### src/rtl/rv_m_pkg.sv
// Shared definitions for the RV32M divide path: operation codes and FSM states.
// Latency: n/a (declarations only).
// Backpressure: n/a.
package rv_m_pkg;

  // Operation codes, equal to funct3[1:0] of the RV32M divide instructions.
  typedef enum logic [1:0] {
    OP_DIV  = 2'b00,
    OP_DIVU = 2'b01,
    OP_REM  = 2'b10,
    OP_REMU = 2'b11
  } op_t;

  // Divider sequencer states.
  typedef enum logic [1:0] {
    IDLE = 2'd0,
    RUN  = 2'd1,
    FIN  = 2'd2
  } state_t;

  // Bit 0 clear selects the signed flavour (DIV/REM).
  function automatic logic op_is_signed(input logic [1:0] op);
    return ~op[0];
  endfunction

  // Bit 1 set selects the remainder instead of the quotient.
  function automatic logic op_is_rem(input logic [1:0] op);
    return op[1];
  endfunction

endpackage

### src/rtl/div_step.sv
// One restoring radix-2 division iteration, purely combinational.
// Latency: 0 cycles. Backpressure: none (no handshake).
// Ports: rem_in/q_in/divisor -> rem_out/q_out. q_in holds the not-yet-consumed
// dividend bits in its upper part and the quotient bits collected so far below.
module div_step
  import rv_m_pkg::*;
#(
  parameter int WIDTH = 32
) (
  input  logic [WIDTH:0]   rem_in,
  input  logic [WIDTH-1:0] q_in,
  input  logic [WIDTH-1:0] divisor,
  output logic [WIDTH:0]   rem_out,
  output logic [WIDTH-1:0] q_out
);

  // Partial remainder shifted left with the next dividend bit appended.
  // One extra bit on top so the subtraction's borrow lands in the MSB.
  logic [WIDTH+1:0] shifted;
  logic [WIDTH+1:0] trial;
  logic             fits;

  assign shifted = {rem_in, q_in[WIDTH-1]};
  assign trial   = shifted - {2'b00, divisor};
  // The partial remainder is always below the divisor, so a borrow is the
  // only way the trial difference can have its top bit set.
  assign fits    = ~trial[WIDTH+1];

  always_comb begin
    rem_out = shifted[WIDTH:0];
    if (fits) begin
      rem_out = trial[WIDTH:0];
    end
  end

  assign q_out = {q_in[WIDTH-2:0], fits};

endmodule

### src/rtl/div_unit.sv
// Iterative restoring divider for RV32M DIV/DIVU/REM/REMU.
// Latency: WIDTH+1 cycles from the accepting edge to done; 1 cycle for b=0 or signed overflow.
// Backpressure: start is only taken while busy=0; no queuing, flush kills the operation in flight.
// Ports: clk, rst_n, start/op/a/b (request), flush (kill), busy/done/result (status and answer).
module div_unit
  import rv_m_pkg::*;
#(
  parameter int WIDTH = 32
) (
  input  logic             clk,
  input  logic             rst_n,
  input  logic             start,
  input  logic [1:0]       op,
  input  logic [WIDTH-1:0] a,
  input  logic [WIDTH-1:0] b,
  input  logic             flush,
  output logic             busy,
  output logic             done,
  output logic [WIDTH-1:0] result
);

  localparam int               CNT_W    = $clog2(WIDTH);
  localparam logic [CNT_W-1:0] CNT_LAST = CNT_W'(WIDTH - 1);
  localparam logic [WIDTH-1:0] ALL_ONES = {WIDTH{1'b1}};
  localparam logic [WIDTH-1:0] MIN_NEG  = {1'b1, {(WIDTH-1){1'b0}}};

  state_t           state;
  op_t              op_q;
  logic             sign_a;
  logic             sign_b;
  logic [WIDTH:0]   rem_q;
  logic [WIDTH-1:0] quo_q;
  logic [WIDTH-1:0] div_q;
  logic [CNT_W-1:0] cnt;

  // ---------------------------------------------------------------------------
  // Request decode (only meaningful on the accepting edge)
  // ---------------------------------------------------------------------------
  logic             req_signed;
  logic             a_neg;
  logic             b_neg;
  logic [WIDTH-1:0] a_mag;
  logic [WIDTH-1:0] b_mag;
  logic             div_by_zero;
  logic             overflow;
  logic [WIDTH-1:0] special_res;

  assign req_signed  = op_is_signed(op);
  assign a_neg       = req_signed & a[WIDTH-1];
  assign b_neg       = req_signed & b[WIDTH-1];
  // Two's complement of the most negative value is itself, which is the
  // correct unsigned magnitude, so no special handling is needed here.
  assign a_mag       = a_neg ? -a : a;
  assign b_mag       = b_neg ? -b : b;
  assign div_by_zero = (b == '0);
  assign overflow    = req_signed && (a == MIN_NEG) && (b == ALL_ONES);

  always_comb begin
    special_res = '0;
    if (div_by_zero) begin
      special_res = op_is_rem(op) ? a : ALL_ONES;
    end else if (!op_is_rem(op)) begin
      special_res = MIN_NEG;
    end
  end

  // ---------------------------------------------------------------------------
  // Iteration datapath
  // ---------------------------------------------------------------------------
  logic [WIDTH:0]   step_rem;
  logic [WIDTH-1:0] step_q;

  div_step #(
    .WIDTH (WIDTH)
  ) u_step (
    .rem_in  (rem_q),
    .q_in    (quo_q),
    .divisor (div_q),
    .rem_out (step_rem),
    .q_out   (step_q)
  );

  // ---------------------------------------------------------------------------
  // Sign correction of the finished magnitudes
  // ---------------------------------------------------------------------------
  logic [WIDTH-1:0] rem_mag;
  logic [WIDTH-1:0] fin_quo;
  logic [WIDTH-1:0] fin_rem;

  assign rem_mag = rem_q[WIDTH-1:0];
  // sign_a/sign_b are only ever set for signed ops, so no op check here.
  assign fin_quo = (sign_a ^ sign_b) ? -quo_q : quo_q;
  assign fin_rem = sign_a ? -rem_mag : rem_mag;

  // ---------------------------------------------------------------------------
  // Sequencer
  // ---------------------------------------------------------------------------
  always_ff @(posedge clk or negedge rst_n) begin
    if (!rst_n) begin
      state  <= IDLE;
      op_q   <= OP_DIV;
      sign_a <= 1'b0;
      sign_b <= 1'b0;
      rem_q  <= '0;
      quo_q  <= '0;
      div_q  <= '0;
      cnt    <= '0;
      done   <= 1'b0;
      result <= '0;
    end else begin
      done <= 1'b0;
      if (flush) begin
        // Kill wins over a new request and over completion; result is kept.
        state <= IDLE;
      end else begin
        case (state)
          IDLE: begin
            if (start) begin
              if (div_by_zero || overflow) begin
                // Answer known up front: stay idle and report next cycle.
                result <= special_res;
                done   <= 1'b1;
              end else begin
                op_q   <= op_t'(op);
                sign_a <= a_neg;
                sign_b <= b_neg;
                quo_q  <= a_mag;
                div_q  <= b_mag;
                rem_q  <= '0;
                cnt    <= '0;
                state  <= RUN;
              end
            end
          end
          RUN: begin
            rem_q <= step_rem;
            quo_q <= step_q;
            if (cnt == CNT_LAST) begin
              state <= FIN;
            end else begin
              cnt <= cnt + 1'b1;
            end
          end
          FIN: begin
            result <= op_is_rem(op_q) ? fin_rem : fin_quo;
            done   <= 1'b1;
            state  <= IDLE;
          end
          default: begin
            state <= IDLE;
          end
        endcase
      end
    end
  end

  assign busy = (state != IDLE);

endmodule

### config.mk
export PLATFORM = sky130hd
export DESIGN_NAME = div_unit
export DESIGN_NICKNAME = d
export VERILOG_FILES = /design/src/rtl/rv_m_pkg.sv /design/src/rtl/div_step.sv /design/src/rtl/div_unit.sv
export SDC_FILE = /design/constraint.sdc
export NUM_CORES = 1
export LEC_CHECK = 0
export CAP_MARGIN = 15
export CORE_UTILIZATION = 55
export CTS_CLUSTER_SIZE = 12
export DETAILED_ROUTE_END_ITERATION = 8
export MAX_ROUTING_LAYER = met4
export PLACE_DENSITY = 0.81
export SLEW_MARGIN = 20
export SYNTH_ARGS = -nofsm -noshare
export SYNTH_HDL_FRONTEND = slang
export SYNTH_SLANG_ARGS = --single-unit
### constraint.sdc
create_clock -name clk -period 10.65 [get_ports clk]
set_clock_uncertainty 0.2 [all_clocks]
set_input_delay 1.065 -clock clk [delete_from_list [all_inputs] [get_ports clk]]
set_output_delay 1.065 -clock clk [all_outputs]
set_load 0.005 [all_outputs]
After elaboration in Yosys (flattened, before gate mapping)
Index checks and enable logic that the tools add are counted.
- add/subtract/negate cells: 6
- reduce and logical (&&, ||, !) cells: 13
- bitwise logic cells: 7
- muxes and demuxes: 31
- equal/unequal tests: 12
- operator list (kind ; number):
    two-way mux 32 bit ; 12
    negator 32 bit ; 4
    case mux 32 bit (2 select lines) ; 2
    two-way mux 33 bit ; 3
    case mux 33 bit (2 select lines) ; 1
    equality test 32 bit, second input constant ; 2
    subtractor 34 x 32 -> 34 bit ; 1
    logical NOT 32 bit ; 1
    two-way mux 5 bit ; 3
    AND reduction 4 bit ; 3
    case mux 5 bit (2 select lines) ; 1
    != test 3 bit, second input constant ; 3
    two-way mux 2 bit ; 4
    != test 2 bit, second input constant ; 4
    nonzero test 2 bit ; 3
    adder 5 x 1 -> 5 bit, second input constant ; 1
    equality test 5 bit, second input constant ; 1
    AND reduction 5 bit ; 1
    inverter 1 bit ; 4
    case mux 2 bit (2 select lines) ; 1
    two-way mux 1 bit ; 3
    AND reduction 3 bit ; 1
    AND 1 bit ; 2
    equality test 2 x 1 -> 1 bit, second input constant ; 1
    other kinds (6) ; 7
- register bits: 141
- logic and storage cells: 79
- output and inout port bits: 34
- input port bits: 70

Logic depth before layout (Yosys ltp)
Gate-level depths: netlist of run 1.
- word-level depth: 8
- mapped depth: 14

By module
From an unflattened synthesis of run 1, not the netlist that was laid out.
- cells, all modules: 1437
- area total of the unflattened synthesis: 11362.1 µm²
- modules (own cells, without submodules) (module ; times used ; sequential area each (µm²) ; area an instance (µm²) ; cells each):
    div_unit ; 1 ; 3503.4 ; 8951.1 ; 1077
    div_step ; 1 ; 0.0 ; 2411.1 ; 360

Worst setup path after synthesis of run 1
OpenSTA, ideal clock, no wires.
- path kind: in2reg
- start: input a[0]
- end: register result[5]
- path buffers: 2
- library setup time: 0.127 ns
- cell stages on the path: 11
- arrival time: 3.827 ns
- path slack: 6.495 ns
- path through: inv_1 -> ha_1 -> or3b_1 -> or4b_1 -> clkbuf_2 -> or4b_4 -> nor2_2 -> o21ai_2 -> a211oi_4 -> buf_6 -> mux2_1
- longest elaborated chain between the ends: 6
- ends and longest elaborated chain (item ; RTL line ; RTL):
    start: declaration ; div_unit.sv:14 ; input logic [WIDTH-1:0] a,
    equality test 32 bit ; div_unit.sv:56 ; assign overflow = req_signed && (a == MIN_NEG) && (b == ALL_ONES);
    logical AND 1 bit (2 in series) ; div_unit.sv:56 ;
    logical OR 1 bit ; div_unit.sv:119 ; if (div_by_zero || overflow) begin
    != test 2 bit (no line) ; n/a ;
    AND reduction 4 bit (no line) ; n/a ;
    end signal: assignment ; div_unit.sv:121 ; result <= special_res;
    end signal: assignment ; div_unit.sv:145 ; result <= op_is_rem(op_q) ? fin_rem : fin_quo;
    end: declaration ; div_unit.sv:19 ; output logic [WIDTH-1:0] result
Every way passes these cells.
A chain may end at the register's enable or synchronous reset.

Final worst setup path of run 1
- start: input b[0]
- end: register cnt[3]
- longest elaborated chain between the ends: 5
- elaborated cells on any way between the ends: 6
- those cells by class: eq/ne: 2; reduce/logical: 4
- ends and longest elaborated chain (item ; RTL line ; RTL):
    start: declaration ; div_unit.sv:15 ; input logic [WIDTH-1:0] b,
    equality test 32 bit ; div_unit.sv:56 ;
    logical AND 1 bit ; div_unit.sv:56 ;
    logical OR 1 bit (*) ; div_unit.sv:119 ;
    != test 2 bit (no line) (*) ; n/a ;
    AND reduction 5 bit (no line) (*) ; n/a ;
    end signal: assignment ; div_unit.sv:141 ; cnt <= cnt + 1'b1;
    end: declaration ; div_unit.sv:34 ; logic [CNT_W-1:0] cnt;
Mark *: on every way between the ends. The rest lies on a longest branch, timed or not.

==> flow_summary_export.csv, run 1 <==
group,metric,value,unit
hold_path,min_path_type,"reg -> reg",
clocking,post_cts.repair.setup_buffers,0,
synth,ys_seq_area_frac,0.3204,
die,core,0.01946,mm2
cells_and_area,final_layout_size_suffix_gt1_frac,0.04772,
die,die_h,143.0,um
timing,slew_violations,0,
pwr,finalPower,2605,uW
synth,ys_warn_count,0,
pwr,power.density,204.7,mW/mm2
global_routing,grt_overflow_total,0,
critical_path,reg2reg_slack,6510,ps
global_routing,grt_pass1_wl,49.68,mm
clocking,cts_sinks,140,
global_routing,grt_max_degree,75,
pwr,ir_worst_vdd,0.1031,mV
timing,rsz0062_at_grt,"no",
synth,yosysTopAreaCell,"dfrtp_1",
routing,via_per_inst,6.128,
synth,synth_top_area_share,0.3204,
cells_and_area,design_area,0.01272,mm2
critical_path,worstSetupPathType,"in -> reg",
hold_path,min_to,"div_q[25]",
timing,finalSetupViolCount,0,
clocking,clk_path_buf_depth,2,
clocking,clk_pin_slew,60,ps
synth,synth_commonest_cells,"nand2_1, o21ai_0, dfrtp_1",
global_routing,grt_pass1_vias,9808,
global_routing,grtUsageTotal,0.3210,
hold_path,whs_path_depth,2,
clocking,cts-root-buf,"clkbuf_16",
die,ios,104,
global_routing,antenna_found_initial,0,
synth,synth_ff_type,"dfrtp_1",
synth,yosysMostFrequentCell,"nand2_1",
routing,routed_wl,31.00,mm
critical_path,r2r-end,"rem_q[31]",
timing,finalSetupTns,0,ps
clocking,postCtsResizedCells,0,
clocking,ctsHoldBuffers,0,
place,hpwl,22.74,mm
timing,finalHoldViolations,0,
synth,synth_area_leaders,"dfrtp_1, o21ai_0, xnor2_1",
die,start_util,0.5619,
clocking,clk_latency,430,ps
cells_and_area,nFillCells,1655,
routing,drt_iter0_markers,913,
critical_path,cp_max_fo,57,
synth,synth_nets,1481,
critical_path,reg2reg_from,"rem_q[5]",
clocking,htreeDepth,4,
routing,route.detailed.drc,0,
clocking,tritoncts,"built",
routing,final_antenna_net_count,0,
place,gp_congestion,0.9631,
pwr,power.leakage,0.005345,uW
place,io_buffers,103,
routing,post_drt_wl_per_cell,18.12,um
cells_and_area,diodes,0,
cells_and_area,final_nets,1543,
flow_run,maxCapViolations,0,
cells_and_area,syn_to_final_growth,16.35,%
synth,ys_ff_latch,140,
die,num_rows,51,
critical_path,arrival,5650,ps
synth,syn_avg_cell_area,7.976,um2
timing,max-slew-margin-rel,0.2728,
synth,syn_inst,1371,
place,placed_cell_area,0.01207,mm2
synth,synth.distinct_cells,72,
synth,synth_edf_count,0,
critical_path,critPathRequiredTime,10800,ps
routing,num_vias,10490,
hold_path,hp-start,"div_q[25]",
critical_path,worst_setup_path_end_kind,"flop",
synth,async_reset_ff_frac,1.000,
status,status,"finished clean",
critical_path,startpoint_type,"input port",
clocking,numCtsBuffers,17,
timing,finalCritPeriodShare,0.5160,
die,die_x,143.0,um
timing,fmax,0.1820,GHz
routing,first_pass_iters,5,
die,die_area,0.02045,mm2
timing,tightestPinTransition,1081,ps
timing,period_needed,5496,ps
critical_path,r2r_cells,11,
synth,synth_area,0.01094,mm2
## how the worst max path moves through the flow
stage                      to  cells past startpoint  slack (ps)  startpoint
finish                 cnt[3]                     13        5150        b[0]
global route           cnt[3]                     13        4860        b[0]
CTS                    cnt[3]                     13        5220        b[0]
detailed placement     cnt[3]                     13        4790        b[0]
global placement       cnt[3]                     13        4920        b[1]
floorplan           result[5]                     11        6500        a[0]
## routing by layer
layer	global-route usage	vias up	part of all wire
li1	-	5024	-
met5	-	-	0
met1	0.4158	4922	0.44
met2	0.5060	478	0.46
met3	0.04930	61	0.065
met4	0.1200	0	0.025
## registers in the layout (all words and copies together) (netlist names)
| signal | cells |
|---|---|
| cnt | 5 |
| div_q | 32 |
| done | 1 |
| op_q | 1 |
| quo_q | 32 |
| rem_q | 33 |
| result | 32 |
| sign_a | 1 |
| sign_b | 1 |
| state | 2 |
## metrics by stage
step,setup slack (ps),utilization,hold WS [ps],instances
after floorplan,6495,-,249.8,1371
after global placement,4922,0.6197,266.7,1679
after detailed placement,4791,0.6199,272.1,1679
after CTS,5221,0.6534,285.1,1711
after global routing,4858,0.6537,321.5,1711
final,5154,0.6537,276.9,1711
## critical path: stages
cell	delay (ps)
clkdlybuf4s50_1	430
inv_1	90
ha_1	150
or3b_2	490
nor4_2	430
nand4b_1	430
nor3_2	610
or3b_1	220
a211o_2	620
buf_4	570
a21oi_2	170
nand4_1	170
mux2i_1	180
## cells in the final DEF (no fill, tap or decap), drive strengths merged, types with 17 or more instances in the layout
cell type,n
a21o,19
a21oi,122
clkbuf,22
clkdlybuf4s50,102
dfrtp,140
ha,39
inv,68
mux2i,27
nand2,153
nor2,113
nor3,25
nor4,17
o211ai,27
o21ai,159
o31ai,30
or4,18
xnor2,78
xor2,67
## layout make-up
cell class	instances	area (um2)	share of cell area
multi-input combinational	1090	6852	0.5385
sequential	140	3503	0.2753
timing repair buffer	116	1130	0.08880
clock buffer	22	464.2	0.03648
tap	265	331.6	0.02606
inverter	68	255.2	0.02006
clock inverter	10	187.7	0.01475
## where the power goes
group          switching (uW)  total, uW  internal (uW)  leakage (uW)
clock                     232        660            428      0.000311
combinational             696       1170            475       0.00330
sequential                148        773            625       0.00173
## logic make-up after synthesis
logic type               Yosys count  synth area share
AO/OA/AOI/OAI                    443            0.2435
XOR/XNOR                         145            0.1161
adder cells (fa/ha/maj)           40           0.04645
buffers and inverters            141           0.05538
flip-flops                       140            0.3204
multiplexers                      30           0.02780
AND/OR/NAND/NOR                  432            0.1904
(Power assumes the default switching activity.)
==> run 2: changes to the inputs <==
- CORE_UTILIZATION: 55 -> 53
- PLACE_DENSITY: 0.81 -> 0.82
- clock period: 10.65 -> 4.4 ns (I/O delays scaled with it)
==> run 2 against run 1 <==
Compared with the run above: non-clock buffer count grew 22; setup slack worse by 4700 ps; flip-flop and latch count did not move; hold slack improved by 6.3 ps; die area rose by 3.7%; largest power group unchanged.
==> flow_summary_export.csv, run 2 (synthesis results as in run 1) <==
group,metric,value,unit
routing,post_drt_wl_per_cell,17.86,um
die,num_rows,52,
global_routing,antenna_found_initial,0,
global_routing,grt_max_degree,109,
place,hpwl,22.79,mm
die,start_util,0.5404,
hold_path,min_to,"div_q[23]",
critical_path,reg2reg_slack,420,ps
critical_path,worst_setup_path_end_kind,"flop",
place,gp_congestion,0.9650,
routing,first_pass_iters,6,
die,die_area,0.02121,mm2
cells_and_area,final_layout_size_suffix_gt1_frac,0.06003,
critical_path,startpoint,"quo_q[31]",
cells_and_area,multi_input_area,0.006840,mm2
clocking,htreeDepth,4,
cells_and_area,seqCellArea,0.003503,mm2
timing,finalCritPeriodShare,0.9035,
critical_path,cp_max_fo,4,
cells_and_area,design_area,0.01288,mm2
critical_path,worstSetupPathType,"reg -> reg",
routing,via_per_inst,6.151,
global_routing,grtUsageTotal,0.3072,
global_routing,grt_overflow_total,0,
routing,route.detailed.drc,0,
timing,max-slew-margin-rel,0.3336,
clocking,numCtsBuffers,17,
routing,routed_wl,31.00,mm
timing,tightestPinTransition,999.6,ps
hold_path,whs_path_depth,2,
pwr,power.leakage,0.005443,uW
timing,finalSetupTns,0,ps
hold_path,min_path_type,"reg -> reg",
cells_and_area,diodes,0,
timing,fmax,0.2516,GHz
clocking,clk_pin_slew,60,ps
status,status,"finished clean",
cells_and_area,regMostFlops,"rem_q",
cells_and_area,final_nets,1565,
cells_and_area,largest_reg_flops,33,
place,io_buffers,103,
cells_and_area,final_util,0.6368,
pwr,ir_worst_vdd,0.2366,mV
cells_and_area,syn_to_final_growth,17.83,%
clocking,cts_sinks,140,
cells_and_area,nFillCells,1749,
flow_run,maxCapViolations,0,
clocking,cts-root-buf,"clkbuf_16",
clocking,post_cts.repair.setup_buffers,0,
clocking,clk_latency,430,ps
die,die_x,145.6,um
pwr,power.density,489.3,mW/mm2
die,core,0.02023,mm2
cells_and_area,layout_commonest_cell,"nand2_1",
hold_path,hp-start,"div_q[23]",
clocking,tritoncts,"built",
die,ios,104,
cells_and_area,layout_common_cells,"nand2_1, o21ai_0, dfrtp_1, a21oi_1, nor2_1",
routing,drt_iter0_markers,1035,
clocking,clk_path_buf_depth,2,
timing,period_needed,3975,ps
place,placed_cell_area,0.01226,mm2
critical_path,critPathRequiredTime,4560,ps
critical_path,arrival,4140,ps
pwr,finalPower,6305,uW
critical_path,startpoint_type,"flop",
timing,finalHoldViolations,0,
critical_path,r2r-end,"rem_q[32]",
critical_path,reg2reg_from,"quo_q[31]",
global_routing,grt_pass1_vias,10180,
critical_path,r2r_cells,13,
routing,final_antenna_net_count,0,
timing,slew_violations,0,
timing,finalSetupViolCount,0,
timing,rsz0062_at_grt,"no",
routing,num_vias,10680,
global_routing,grt_pass1_wl,50.88,mm
die,die_h,145.6,um
-- run 2: cell types whose count changed in the layout (fill, tap and decap cells not counted) --
cell,previous run,this run
buf_4,13,31
buf_12,0,3
clkbuf_1,3,1
bufinv_16,5,4
clkbuf_8,2,1
clkinv_2,1,2
clkinvlp_4,2,3
dlygate4sd3_1,0,1
nor3_1,23,24
nor3_2,2,1
nor4b_1,1,2
nor4b_2,1,0
-- run 2: layer usage --
layer  up-vias  global-route usage  routed length (um)
li1       5081                   -                   -
met1      5053              0.3980               13230
met2       483              0.4796               14490
met3        61             0.06019                2592
met4         0              0.1074                 692
met5         -                   -                   0
-- run 2: where the power goes --
part | switching (uW) | total, uW | internal (uW) | leakage (uW)
Clock | 568 | 1520 | 956 | 0.000291
Combinational | 1730 | 2930 | 1210 | 0.00342
Sequential | 334 | 1850 | 1510 | 0.00173
Total | 2630 | 6310 | 3670 | 0.00544
-- run 2: worst max path at each step --
stage,end,slack [ps]
after floorplan,result[5],870
after global placement,result[3],300
after detailed placement,result[20],250
after CTS,rem_q[32],450
after global routing,rem_q[22],230
final,rem_q[32],420
-- run 2: cell type report --
class,instances,share of cell area
Clock inverter,11,0.01321
Inverter,68,0.01981
Sequential cell,140,0.2719
Tap cell,270,0.02622
Multi-Input combinational cell,1090,0.5309
Timing Repair Buffer,138,0.1036
Clock buffer,19,0.03438
-- run 2: per-stage QoR --
step | instances | hold slack, ps | setup WS [ps]
floorplan | 1371 | -55.59 | 870.1
global placement | 1705 | 268.2 | 300.7
detailed placement | 1705 | 272.7 | 246.5
CTS | 1736 | 286.2 | 449.5
global route | 1736 | 308.5 | 234.1
finish | 1736 | 283.2 | 424.8
-- run 2: repair_timing --
item,in CTS,in global routing
hold buffers,1,0
resized for setup,0,0
hold endpoints to repair,11,0
-- run 2: worst max-delay path, stage by stage (launching register included) --
cell       delay, ps
dfrtp_1          410
inv_1            120
ha_1             180
inv_1             60
fa_1             420
a211oi_1         310
o211ai_1         150
a31o_2           300
a211o_1          350
a221o_1          340
a2bb2oi_1        200
o31a_1           300
or4_1            470
nand3_1           90
